===== src/rtl/int_to_fp_seq.sv =====
// Iterative integer to IEEE-754 converter: normalises one bit per cycle,
// rounds to nearest-even and hands the result off over a valid/ready pair.
module int_to_fp_seq #(
  parameter int IN_WIDTH  = 32,
  parameter int EXP_WIDTH = 8,
  parameter int MAN_WIDTH = 23
) (
  input  logic                               clk,
  input  logic                               reset,
  input  logic                               in_valid,
  output logic                               in_ready,
  input  logic [IN_WIDTH-1:0]                in_data,
  input  logic                               in_signed,
  output logic                               out_valid,
  input  logic                               out_ready,
  output logic [EXP_WIDTH+MAN_WIDTH:0]       out_data,
  output logic                               out_inexact
);

  localparam int SH_W  = (IN_WIDTH > 2) ? $clog2(IN_WIDTH) : 1;
  localparam int EXT_W = IN_WIDTH + MAN_WIDTH;
  // Biased exponent of an unshifted operand: (IN_WIDTH-1) + bias.
  localparam logic [EXP_WIDTH-1:0] EXP_BASE =
    EXP_WIDTH'((1 << (EXP_WIDTH - 1)) - 1 + IN_WIDTH - 1);

  typedef enum logic [1:0] {IDLE, NORM, ROUND, DONE} state_t;

  state_t                state, state_nxt;
  logic                  sign_q;
  logic [IN_WIDTH-1:0]   mag_q;
  logic [SH_W-1:0]       shift_q;
  logic                  accept;
  logic                  in_sign;
  logic [MAN_WIDTH+1:0]  rnd;
  logic [EXP_WIDTH-1:0]  exp_biased;

  // Round-to-nearest-even on the bits below the hidden one.
  // Returns {inexact, carry, fraction}; on carry the fraction is already zero.
  function automatic logic [MAN_WIDTH+1:0] round_rne(input logic [IN_WIDTH-2:0] m);
    logic [EXT_W-1:0]     ext;
    logic [MAN_WIDTH-1:0] frac;
    logic                 guard;
    logic                 sticky;
    logic                 up;
    logic [MAN_WIDTH:0]   inc;
    // Zero padding makes the narrow-input case fall out exact (guard/sticky = 0).
    ext    = {m, {(MAN_WIDTH + 1){1'b0}}};
    frac   = ext[EXT_W-1 -: MAN_WIDTH];
    guard  = ext[IN_WIDTH-1];
    sticky = |ext[IN_WIDTH-2:0];
    up     = guard && (sticky || frac[0]);
    inc    = {1'b0, frac} + (MAN_WIDTH + 1)'(up);
    return {guard | sticky, inc};
  endfunction

  assign in_ready  = (state == IDLE);
  assign out_valid = (state == DONE);
  assign accept    = in_valid && in_ready;
  assign in_sign   = in_signed & in_data[IN_WIDTH-1];

  assign rnd        = round_rne(mag_q[IN_WIDTH-2:0]);
  assign exp_biased = EXP_BASE - EXP_WIDTH'(shift_q) + EXP_WIDTH'(rnd[MAN_WIDTH]);

  // Next-state logic for the conversion sequence.
  always_comb begin
    state_nxt = state;
    case (state)
      IDLE:  if (accept) state_nxt = (in_data == '0) ? DONE : NORM;
      NORM:  if (mag_q[IN_WIDTH-1]) state_nxt = ROUND;
      ROUND: state_nxt = DONE;
      DONE:  if (out_ready) state_nxt = IDLE;
      default: state_nxt = IDLE;
    endcase
  end

  // Control and result registers; reset discards any in-flight conversion.
  always_ff @(posedge clk) begin
    if (reset) begin
      state       <= IDLE;
      out_data    <= '0;
      out_inexact <= 1'b0;
    end else begin
      state <= state_nxt;
      if (accept && in_data == '0) begin
        out_data    <= '0;
        out_inexact <= 1'b0;
      end else if (state == ROUND) begin
        out_data    <= {sign_q, exp_biased, rnd[MAN_WIDTH-1:0]};
        out_inexact <= rnd[MAN_WIDTH+1];
      end
    end
  end

  // Magnitude capture and one-bit-per-cycle normalising shifter.
  always_ff @(posedge clk) begin
    if (accept) begin
      sign_q  <= in_sign;
      mag_q   <= in_sign ? -in_data : in_data;
      shift_q <= '0;
    end else if (state == NORM && !mag_q[IN_WIDTH-1]) begin
      mag_q   <= mag_q << 1;
      shift_q <= shift_q + 1'b1;
    end
  end

endmodule


===== config.mk =====
export PLATFORM = sky130hd
export DESIGN_NAME = int_to_fp_seq
export DESIGN_NICKNAME = d
export VERILOG_FILES = /design/src/rtl/int_to_fp_seq.sv
export SDC_FILE = /design/constraint.sdc
export NUM_CORES = 1
export LEC_CHECK = 0
export ABC_AREA = 0
export ABC_CLOCK_PERIOD_IN_PS = 6350
export CORE_MARGIN = 4
export CORE_UTILIZATION = 25
export CTS_CLUSTER_SIZE = 10
export DETAILED_ROUTE_END_ITERATION = 7
export PLACE_DENSITY_LB_ADDON = 0.05
export SLEW_MARGIN = 10
export SYNTH_ARGS = -nofsm -noshare
export SYNTH_HDL_FRONTEND = slang
export SYNTH_SLANG_ARGS = --single-unit

===== constraint.sdc =====
create_clock -name clk -period 6.35 [get_ports clk]
set_input_delay 1.27 -clock clk [delete_from_list [all_inputs] [get_ports clk]]
set_output_delay 1.27 -clock clk [all_outputs]
set_load 0.02 [all_outputs]

==> reports/qor.yml <==
pwr-share-seq_pct: 38.9
clkPwrFrac_pct: 25.4
final_area_sq_um: 5300
worst_pin_slew_ps: 841
cellPowerDensity_nw_per_um2: 459
area_growth_pct: 31.2
port_buffers: 71
instances_no_fill: 712
path_clk_slew_ps: 60
cts.sinks: 73
status: "finished, final reports clean"
htreeDepth: 3
switching_power_mw: 0.896
drtAntennaViolNets: 0
hold_start: "out_data[29]"
power_mw: 2.43
yosysTopAreaCell: "edfxtp_1"
synthTopCellsByArea: "edfxtp_1 (25%), dfxtp_1 (20%), xor2_1 (8.9%)"
grt_overflow_total: 0
crit_buf_inv: 1
max-cap-violations: 0
cp-start-kind: "primary input"
drive_above_1_share_pct: 7.06
skew_ps: 5.72
die_w_microns: 135
crit_family: "simple AND/OR/NAND/NOR gates"
post_synth_num_cell_types: 43
routed_wl_microns: 10500
cts-root-buf: "clkbuf_16"
hold_path_class: "flop to flop"
hold_viol_final: 0
grt_pass1_vias: 3244
netlist_area_sq_um: 4040
layout_setup_ws_ps: 2810
pre_cts_slack_ps: 2430
p_leak_nw: 1.81
route.detailed.drc: 0
post_drt_wl_per_cell_microns: 14.8
numCtsBuffers: 9
finalSetupViolations: 0
crit_start: "in_data[1]"
rsz0062_at_grt: "no"
placeableCoreArea_sq_um: 15900
p_comb_share_pct: 35.7
vias: 3246
worstSetupEndpointType: "flop"
io-pin-count: 72
holdBufCountCts: 0
gr-usage-all-layers_pct: 12.0
grt_max_degree: 62
cts_buffer_depth: 2
fmax_mhz: 283
dp_cells: 696
dpl-instance-area_sq_um: 4930
swShare_pct: 36.8
intPower_mw: 1.54
min_period_ps: 3540
initial_core_util_pct: 25.5
setup_tns_ps: 0
critical_path_peak_fanout: 10
cts_tree: "built"
yosysWarningCount: 0
wl_met3_microns: 468
max_stage_delay_ps: 660
vias_per_cell: 4.56
regToRegStartpoint: "state[0]"
max-slew-margin-rel_pct: 43.6
cp.arrival_ps: 3620
fin_crit_sh_pct: 55.7
crit_chain: "clkdlybuf4s50_1 > nor4_1 > nand2_1 > o41ai_1 > xor2_1 > o21ai_1"
clk_latency_ps: 340
synth_nets: 473
synth_seq_cells: 73
first_pass_iters: 4
wl_met1_microns: 5540
worstSetupPathType: "primary input to flop"
num-nets-final: 537
wl_met2_microns: 4310
slowest_stage: "nor4_1"
synth.top_cell.area_share_pct: 24.5
vdd.ir_drop.worst_mv: 0.146
maxUsedRoutingLayer: "met4"
postCtsSetupBuffers: 0
std_cell_rows: 46
antenna_found_initial: 0
place.gp.congestion: 0.744
synth_area_per_cell_sq_um: 9.47
antenna_cells: 0
drt-initial-drc-count: 198
cts_resized: 0
cp.required_ps: 6430
slew_viol_final: 0
synthCells: 427
grt_first_pass_wirelength_microns: 17300
dpl.hpwl_microns: 7760
die_area_sq_um: 18300
dieHeight_microns: 135
ys_seq_area_share_pct: 44.3
-- final cells by class --
class,count,area (sq um)
fill,1700,10600
multi-input combinational,320,2090
sequential,73,1790
timing repair buffer,75,741
clock buffer,13,325
tap,216,270
clock inverter,3,45.0
inverter,12,45.0
-- final timing paths --
kind                       end  slack [ps]  cells past startpoint
setup / recovery     mag_q[19]        2810                      6
setup reg to reg     mag_q[16]        3580                      6
hold reg to reg   out_data[29]         470                      2
hold / removal    out_data[29]         470                      2
-- placed cells by master, fill, tap and decap left out, types with 12 or more instances in the layout --
cell type        Yosys  routed
edfxtp_1            33      33
xnor2_1             15      15
dfxtp_1             40      40
o21ai_0             24      24
o21ai_1             12      12
xor2_1              41      41
nand2_1             49      49
clkbuf_16            0      13
a211oi_1            26      26
nor2_1              48      48
clkdlybuf4s50_1      0      71
-- routing by layer --
metal	up-vias	GRT usage, %
met1	1502	17.1
met4	0	4.87
met5	-	0
li1	1664	-
met2	67	17.5
met3	13	2.75
-- per-stage QoR --
step                      hold WS, ps  utilization, %
after CTS                         472            33.4
final                             466            33.4
after global placement            460            31.1
after global routing              505            33.4
after detailed placement          462            31.1
after floorplan                   457               -
-- cell families (layout without fill, tap and decap cells) --
group	Yosys count	in the layout	share of synthesized area, %
adder cells (fa/ha/maj)	9	9	2.78
AND/OR/NAND/NOR	157	157	18.8
AO/OA/AOI/OAI	90	90	15.8
buffers and inverters	34	103	4.18
flip-flops	73	73	44.3
multiplexers	8	8	1.98
XOR/XNOR	56	56	12.1
-- worst min-delay path: stages (launching register included) --
cell and delay [ps]:
dfxtp_1 310, nand2b_1 60, a21oi_1 50
-- state kept, by name, indices dropped and copies added (netlist names) --
name and flops:
mag_q 32, out_data 32, shift_q 5, state 2
out_inexact 1, sign_q 1
-- power by group through the flow --
stage                     Sequential (mW)  Combinational [mW]  Clock [mW]
after floorplan                     0.990               0.488           0
final                               0.947               0.870       0.617
after detailed placement            0.959               0.889           0
after global placement              0.957               0.882           0
after CTS                           0.950               0.890       0.633
after global routing                0.980               0.974       0.656
-- Yosys cell counts, drive strengths merged --
cell type and instances:
clkbuf 16, nand3b 1, a211oi 26, nand2b 2, nor3 4, edfxtp 33, nand3 11, buf 6
xor2 41, a21o 1, and2 1, or4 4, nand4 10, nand4b 1, or2 5, nand2 49
and3 4, o31ai 9, nor2b 3, nor3b 1, dfxtp 40, inv 11, a31oi 2, nor2 48
a21oi 5, o41ai 10, and4 2, ha 9, a221oi 1, o21ai 36, nor4 6, xnor2 15
mux2i 8, clkinv 1, or3 5
(Power assumes the default switching activity.)
